===== src/rtl/spike_out_serializer_pkg.sv =====
// Shared constants and state encoding for the spike-out serializer.
//
// Contents:
//   SPIKE_W  - width of one spike frame from the SNN spike-out FIFO
//   WORD_W   - width of one serialized output word
//   WORDS    - words per frame
//   BUF_W    - width of the frame buffer (WORDS*WORD_W)
//   PAD_W    - zero padding above the spike bits inside the buffer
//   IDX_W    - width of the word index
//   PCNT_W   - width of the per-frame spike popcount
//   state_t  - serializer states (IDLE, SEND)
package spike_out_serializer_pkg;

    localparam int SPIKE_W = 250;
    localparam int WORD_W  = 32;
    localparam int WORDS   = 8;
    localparam int BUF_W   = WORDS * WORD_W;
    localparam int PAD_W   = BUF_W - SPIKE_W;
    localparam int IDX_W   = 3;
    localparam int PCNT_W  = 8;

    localparam logic [IDX_W-1:0] LAST_IDX = IDX_W'(WORDS - 1);

    typedef enum logic {
        IDLE = 1'b0,
        SEND = 1'b1
    } state_t;

endpackage


===== src/rtl/spike_out_serializer_popcount.sv =====
// Combinational population count of one spike frame.
//
// Ports:
//   spikes  in   SPIKE_W  spike frame (FIFO head data)
//   count   out  PCNT_W   number of set bits, 0..SPIKE_W
module spike_popcount
    import spike_out_serializer_pkg::*;
(
    input  logic [SPIKE_W-1:0] spikes,
    output logic [PCNT_W-1:0]  count
);

    // Plain adder chain; synthesis rebuilds it into a balanced tree.
    always_comb begin
        count = '0;
        for (int i = 0; i < SPIKE_W; i++) begin
            count = count + PCNT_W'(spikes[i]);
        end
    end

endmodule


===== src/rtl/spike_out_serializer.sv =====
// Serializes spike frames from the SNN spike-out FIFO (fall-through read
// port) into 32-bit words on a valid/ready interface, and reports the spike
// popcount of the last captured frame plus a count of delivered frames.
//
// Ports:
//   sys_clk           in   1        block clock
//   sys_reset_n       in   1        asynchronous active-low reset
//   spike_out         in   SPIKE_W  FIFO head data, valid when not empty
//   spike_out_rempty  in   1        FIFO empty flag
//   spike_out_rinc    out  1        FIFO pop strobe
//   enable            in   1        permits capture of new frames
//   flush             in   1        synchronous abort / FIFO drain
//   word_rdata        out  WORD_W   current word
//   word_rvalid       out  1        word_rdata valid
//   word_rready       in   1        consumer accepts the word
//   word_idx          out  IDX_W    index of the current word
//   word_last         out  1        current word is the last of the frame
//   frame_spike_cnt   out  PCNT_W   popcount of the last captured frame
//   frame_cnt         out  CNT_W    frames fully delivered (wrapping)
//   busy              out  1        a frame is being sent
module spike_out_serializer
    import spike_out_serializer_pkg::*;
#(
    parameter int CNT_W = 16
)
(
    input  logic               sys_clk,
    input  logic               sys_reset_n,
    input  logic [SPIKE_W-1:0] spike_out,
    input  logic               spike_out_rempty,
    output logic               spike_out_rinc,
    input  logic               enable,
    input  logic               flush,
    output logic [WORD_W-1:0]  word_rdata,
    output logic               word_rvalid,
    input  logic               word_rready,
    output logic [IDX_W-1:0]   word_idx,
    output logic               word_last,
    output logic [PCNT_W-1:0]  frame_spike_cnt,
    output logic [CNT_W-1:0]   frame_cnt,
    output logic               busy
);

    state_t             state;
    state_t             next_state;
    logic [BUF_W-1:0]   frame_buf;
    logic [PCNT_W-1:0]  popcount;
    logic               frame_ready;
    logic               handshake;
    logic               last_handshake;
    logic               capture;
    logic               drain;

    spike_popcount u_popcount (
        .spikes (spike_out),
        .count  (popcount)
    );

    // A new frame may be taken only when flush is not overriding enable.
    assign frame_ready    = enable && !flush && !spike_out_rempty;
    assign word_rvalid    = (state == SEND);
    assign busy           = word_rvalid;
    assign word_last      = word_rvalid && (word_idx == LAST_IDX);
    assign handshake      = word_rvalid && word_rready;
    assign last_handshake = handshake && word_last;
    assign word_rdata     = frame_buf[word_idx * WORD_W +: WORD_W];
    assign spike_out_rinc = capture || drain;

    // Next-state logic. A pop happens only on a capture or, in IDLE, on a
    // flush drain; in SEND the next frame is taken on the last-word handshake
    // so back-to-back frames have no idle cycle between them.
    always_comb begin
        next_state = state;
        capture    = 1'b0;
        drain      = 1'b0;
        case (state)
            IDLE: begin
                if (flush && !spike_out_rempty) begin
                    drain = 1'b1;
                end else if (frame_ready) begin
                    capture    = 1'b1;
                    next_state = SEND;
                end
            end
            SEND: begin
                if (flush) begin
                    next_state = IDLE;
                end else if (last_handshake) begin
                    if (frame_ready) begin
                        capture = 1'b1;
                    end else begin
                        next_state = IDLE;
                    end
                end
            end
            default: next_state = IDLE;
        endcase
    end

    // State, frame buffer and counters. A flush in SEND drops the partial
    // frame without counting it, even if the consumer takes a word that cycle.
    always_ff @(posedge sys_clk or negedge sys_reset_n) begin
        if (!sys_reset_n) begin
            state           <= IDLE;
            frame_buf       <= '0;
            frame_spike_cnt <= '0;
            word_idx        <= '0;
            frame_cnt       <= '0;
        end else begin
            state <= next_state;
            if (capture) begin
                frame_buf       <= {{PAD_W{1'b0}}, spike_out};
                frame_spike_cnt <= popcount;
            end
            if (capture || flush || last_handshake) begin
                word_idx <= '0;
            end else if (handshake) begin
                word_idx <= word_idx + 1'b1;
            end
            if (last_handshake && !flush) begin
                frame_cnt <= frame_cnt + 1'b1;
            end
        end
    end

endmodule


===== config.mk =====
export PLATFORM = sky130hd
export DESIGN_NAME = spike_out_serializer
export DESIGN_NICKNAME = d
export VERILOG_FILES = /design/src/rtl/spike_out_serializer_pkg.sv /design/src/rtl/spike_out_serializer_popcount.sv /design/src/rtl/spike_out_serializer.sv
export SDC_FILE = /design/constraint.sdc
export NUM_CORES = 1
export LEC_CHECK = 0
export CORE_MARGIN = 2
export CORE_UTILIZATION = 25
export CTS_BUF_LIST = sky130_fd_sc_hd__clkbuf_8
export DETAILED_ROUTE_END_ITERATION = 7
export SLEW_MARGIN = 30
export SYNTH_ARGS = -nofsm -noshare
export SYNTH_HDL_FRONTEND = slang
export SYNTH_SLANG_ARGS = --single-unit
export TNS_END_PERCENT = 5

===== constraint.sdc =====
create_clock -name sys_clk -period 4.9 [get_ports sys_clk]
set_input_delay 1.225 -clock sys_clk [delete_from_list [all_inputs] [get_ports sys_clk]]
set_output_delay 1.225 -clock sys_clk [all_outputs]
set_load 0.02 [all_outputs]

==> key figures <==
GRT
  • Remaining Overflow, GRT: 0
  • Total global-route track usage: 18.4%
  • Pin count of the biggest net entering global routing: 242
  • Global-route wire length before repair: 102 mm
  • Initial antenna violation count: 11
  • Number of global-route vias before repair: 15106

CTS
  • Clock Path Buffers: 3
  • CTS sink count: 278
  • Worst skew pair latency: 0.64 ns
  • Post CTS Setup Buffer Count: 0
  • CTS clk-pin slew, worst paths: 0.06 ns
  • TritonCTS Buffers: 53
  • H-tree depth: 2
  • CTS root buffer: clkbuf_8
  • CTS tree: built

Synth
  • Unique masters post-synth: 42
  • YS warnings: 0
  • Cells after Synth: 1825
  • Commonest cells in the synthesized netlist: nand2_1 (535), inv_1 (350), dfrtp_1 (278)
  • Post-synth EDFFs: 0
  • Top-count cell post-synth: nand2_1
  • Largest area contributor in the netlist: dfrtp_1
  • Number of synthesized register bits: 278
  • Net Count, Synth: 2355
  • Mapped Area: 18900 um2
  • Yosys top cell area share: 36.8%
  • Top area cells in the synthesized netlist: dfrtp_1 (37%), fa_1 (25%), nand2_1 (11%), inv_1 (7.0%), mux4_2 (6.9%)
  • Predominant post-synthesis flop cell: dfrtp_1
  • FFs w/ async S/R, synth: 100%
  • Post-synthesis average cell area: 10.3 um2
  • Sequential fraction of the synthesis area: 36.8%

Min path
  • Hold Crit Class: reg -> reg
  • Hold worst-path end: frame_buf[108]
  • Min-delay src: frame_buf[108]
  • Hold path cells: 2

Layout
  • Layout Nets: 2817
  • Layout cells sized above 1: 15.6%
  • Layout area overhead: 34.1%
  • Multi-input gate area: 10200 um2
  • Fill count: 7675
  • Flip-flop and latch area: 6960 um2

Drt
  • Post-Route WL: 70.7 mm
  • First-pass DRT Iterations: 5
  • Vias: 14131
  • Number of vias per cell: 4.28
  • Antenna violation net count after detailed routing: 0
  • DRC Markers: 0
  • Routed len/inst: 21.4 um
  • Starting DRT DRC Count: 1053

Run status
  • Outcome: finished, violations left
  • Failing checks: setup timing

Setup path
  • Worst Setup SP: spike_out[204]
  • Worst path required time: 5.44 ns
  • Reg2reg start: word_idx[0]
  • Crit. End Element: flop
  • Critical Path AT: 8.78 ns
  • Critical path class: in -> reg
  • Crit start category: input pin
  • Path depth of the worst reg2reg path: 9
  • Reg2Reg Setup Slack: 1.31 ns
  • Worst-path fanout max: 2
  • Worst reg2reg endpoint: frame_spike_cnt[6]

Floorplanning
  • Die width: 279 um
  • Starting Density: 25.3%
  • Site Rows: 100
  • Die area: 77700 um2
  • CORE AREA: 74600 um2
  • Die height: 279 um
  • I/O Pins: 319

Placement
  • DP HPWL: 58.1 mm
  • GPL Wtd Cong: 0.877
  • Port Buf Inserts: 318

STA
  • Setup violators final: 8
  • Worst Tran Pin Value: 0.982 ns
  • Final setup margin: -3.34 ns
  • Hold Vio Cnt, Final: 0
  • Max-slew violations: 0
  • RSZ-0062 raised after global routing: true
  • Post-layout min period: 8.24 ns
  • Relative slew slack: 34.5%
  • Setup Skew: 0.0382 ns
  • Setup_tns: -24.77 ns
  • Final period util: 168%
  • Fmax: 121 MHz

Flow run
  • Max-cap violation count: 0
registers in the layout, indices dropped and copies added (netlist names):
name,count
busy,1
frame_buf,250
frame_cnt,16
frame_spike_cnt,8
word_idx,3
layout by cell type, fill, tap and decap left out, drive strengths merged, types with 5 or more instances in the layout:
cell type,count
ha,39
nand4,6
dfrtp,278
nand2,535
xnor2,15
mux2i,6
a21oi,16
clkbuf,67
mux4,58
xor2,5
o21ai,123
clkdlybuf4s50,298
mux2,28
inv,368
dlygate4sd2,18
nand3,8
buf,168
nor2,18
fa,235
diode,5
final cells by class:
type / instances / area share, %
multi-input combinational: 1119 / 40.3
sequential: 278 / 27.5
timing repair buffer: 485 / 17.9
inverter: 350 / 5.19
tap: 969 / 4.79
clock buffer: 67 / 3.64
clock inverter: 25 / 0.702
antenna: 5 / 0.0494
worst max path at each step:
| stage | depth (start not counted) | end | slack (ns) |
|---|---|---|---|
| global route | 26 | frame_spike_cnt[6] | -3.51 |
| CTS | 24 | frame_spike_cnt[6] | -3.31 |
| detailed placement | 24 | frame_spike_cnt[6] | -4.15 |
| finish | 24 | frame_spike_cnt[6] | -3.34 |
| floorplan | 25 | frame_spike_cnt[6] | -3.24 |
| global placement | 24 | frame_spike_cnt[6] | -4.12 |
timing repair:
| action | CTS | global route |
|---|---|---|
| pin swaps | 33 | 8 |
| gates resized for setup | 34 | 7 |
| endpoints found under the setup margin | 8 | 8 |
| hold buffers | 0 | 0 |
stage by stage:
step                area, um2  std cells  hold slack (ns)  setup slack (ns)  utilization, %
floorplan               18900       1825            0.440             -3.24               -
global placement        24200       3201            0.452             -4.12            32.4
detailed placement      24200       3201            0.457             -4.15            32.4
CTS                     25300       3293            0.472             -3.31            33.9
global route            25300       3295            0.490             -3.51            33.9
finish                  25300       3298            0.471             -3.34            34.0
worst max-delay path: stages:
cell and delay (ns):
clkdlybuf4s50_1 0.46, fa_1 0.61, inv_1 0.08, fa_1 0.50
fa_1 0.57, fa_1 0.46, fa_1 0.55, fa_1 0.44
fa_1 0.50, inv_1 0.06, fa_1 0.47, inv_1 0.05
fa_1 0.52, fa_1 0.43, fa_1 0.49, inv_1 0.05
fa_2 0.35, inv_2 0.07, fa_2 0.19, nor2b_1 0.06
o31a_1 0.27, o21ai_2 0.16, nand4b_1 0.12, o311ai_2 0.11
routing by layer:
| layer | vias up | part of all wire [%] | track usage [%] |
|---|---|---|---|
| met5 | - | 0.15 | 0.625 |
| met4 | 8 | 2.2 | 3.92 |
| met3 | 87 | 9.5 | 6.60 |
| met2 | 489 | 46 | 29.0 |
| met1 | 7062 | 42 | 24.1 |
| li1 | 6485 | - | - |
kinds of logic after synthesis:
| kind of cell | after synthesis | share of synthesized area (%) |
|---|---|---|
| AO/OA/AOI/OAI | 149 | 4.19 |
| XOR/XNOR | 20 | 0.928 |
| adder cells (fa/ha/maj) | 274 | 27.5 |
| buffers and inverters | 428 | 9.49 |
| flip-flops | 278 | 36.8 |
| multiplexers | 92 | 8.91 |
| AND/OR/NAND/NOR | 584 | 12.1 |
Power is not shown: default switching activity piles up to over one toggle a cycle in this logic, so the estimate is an artifact.
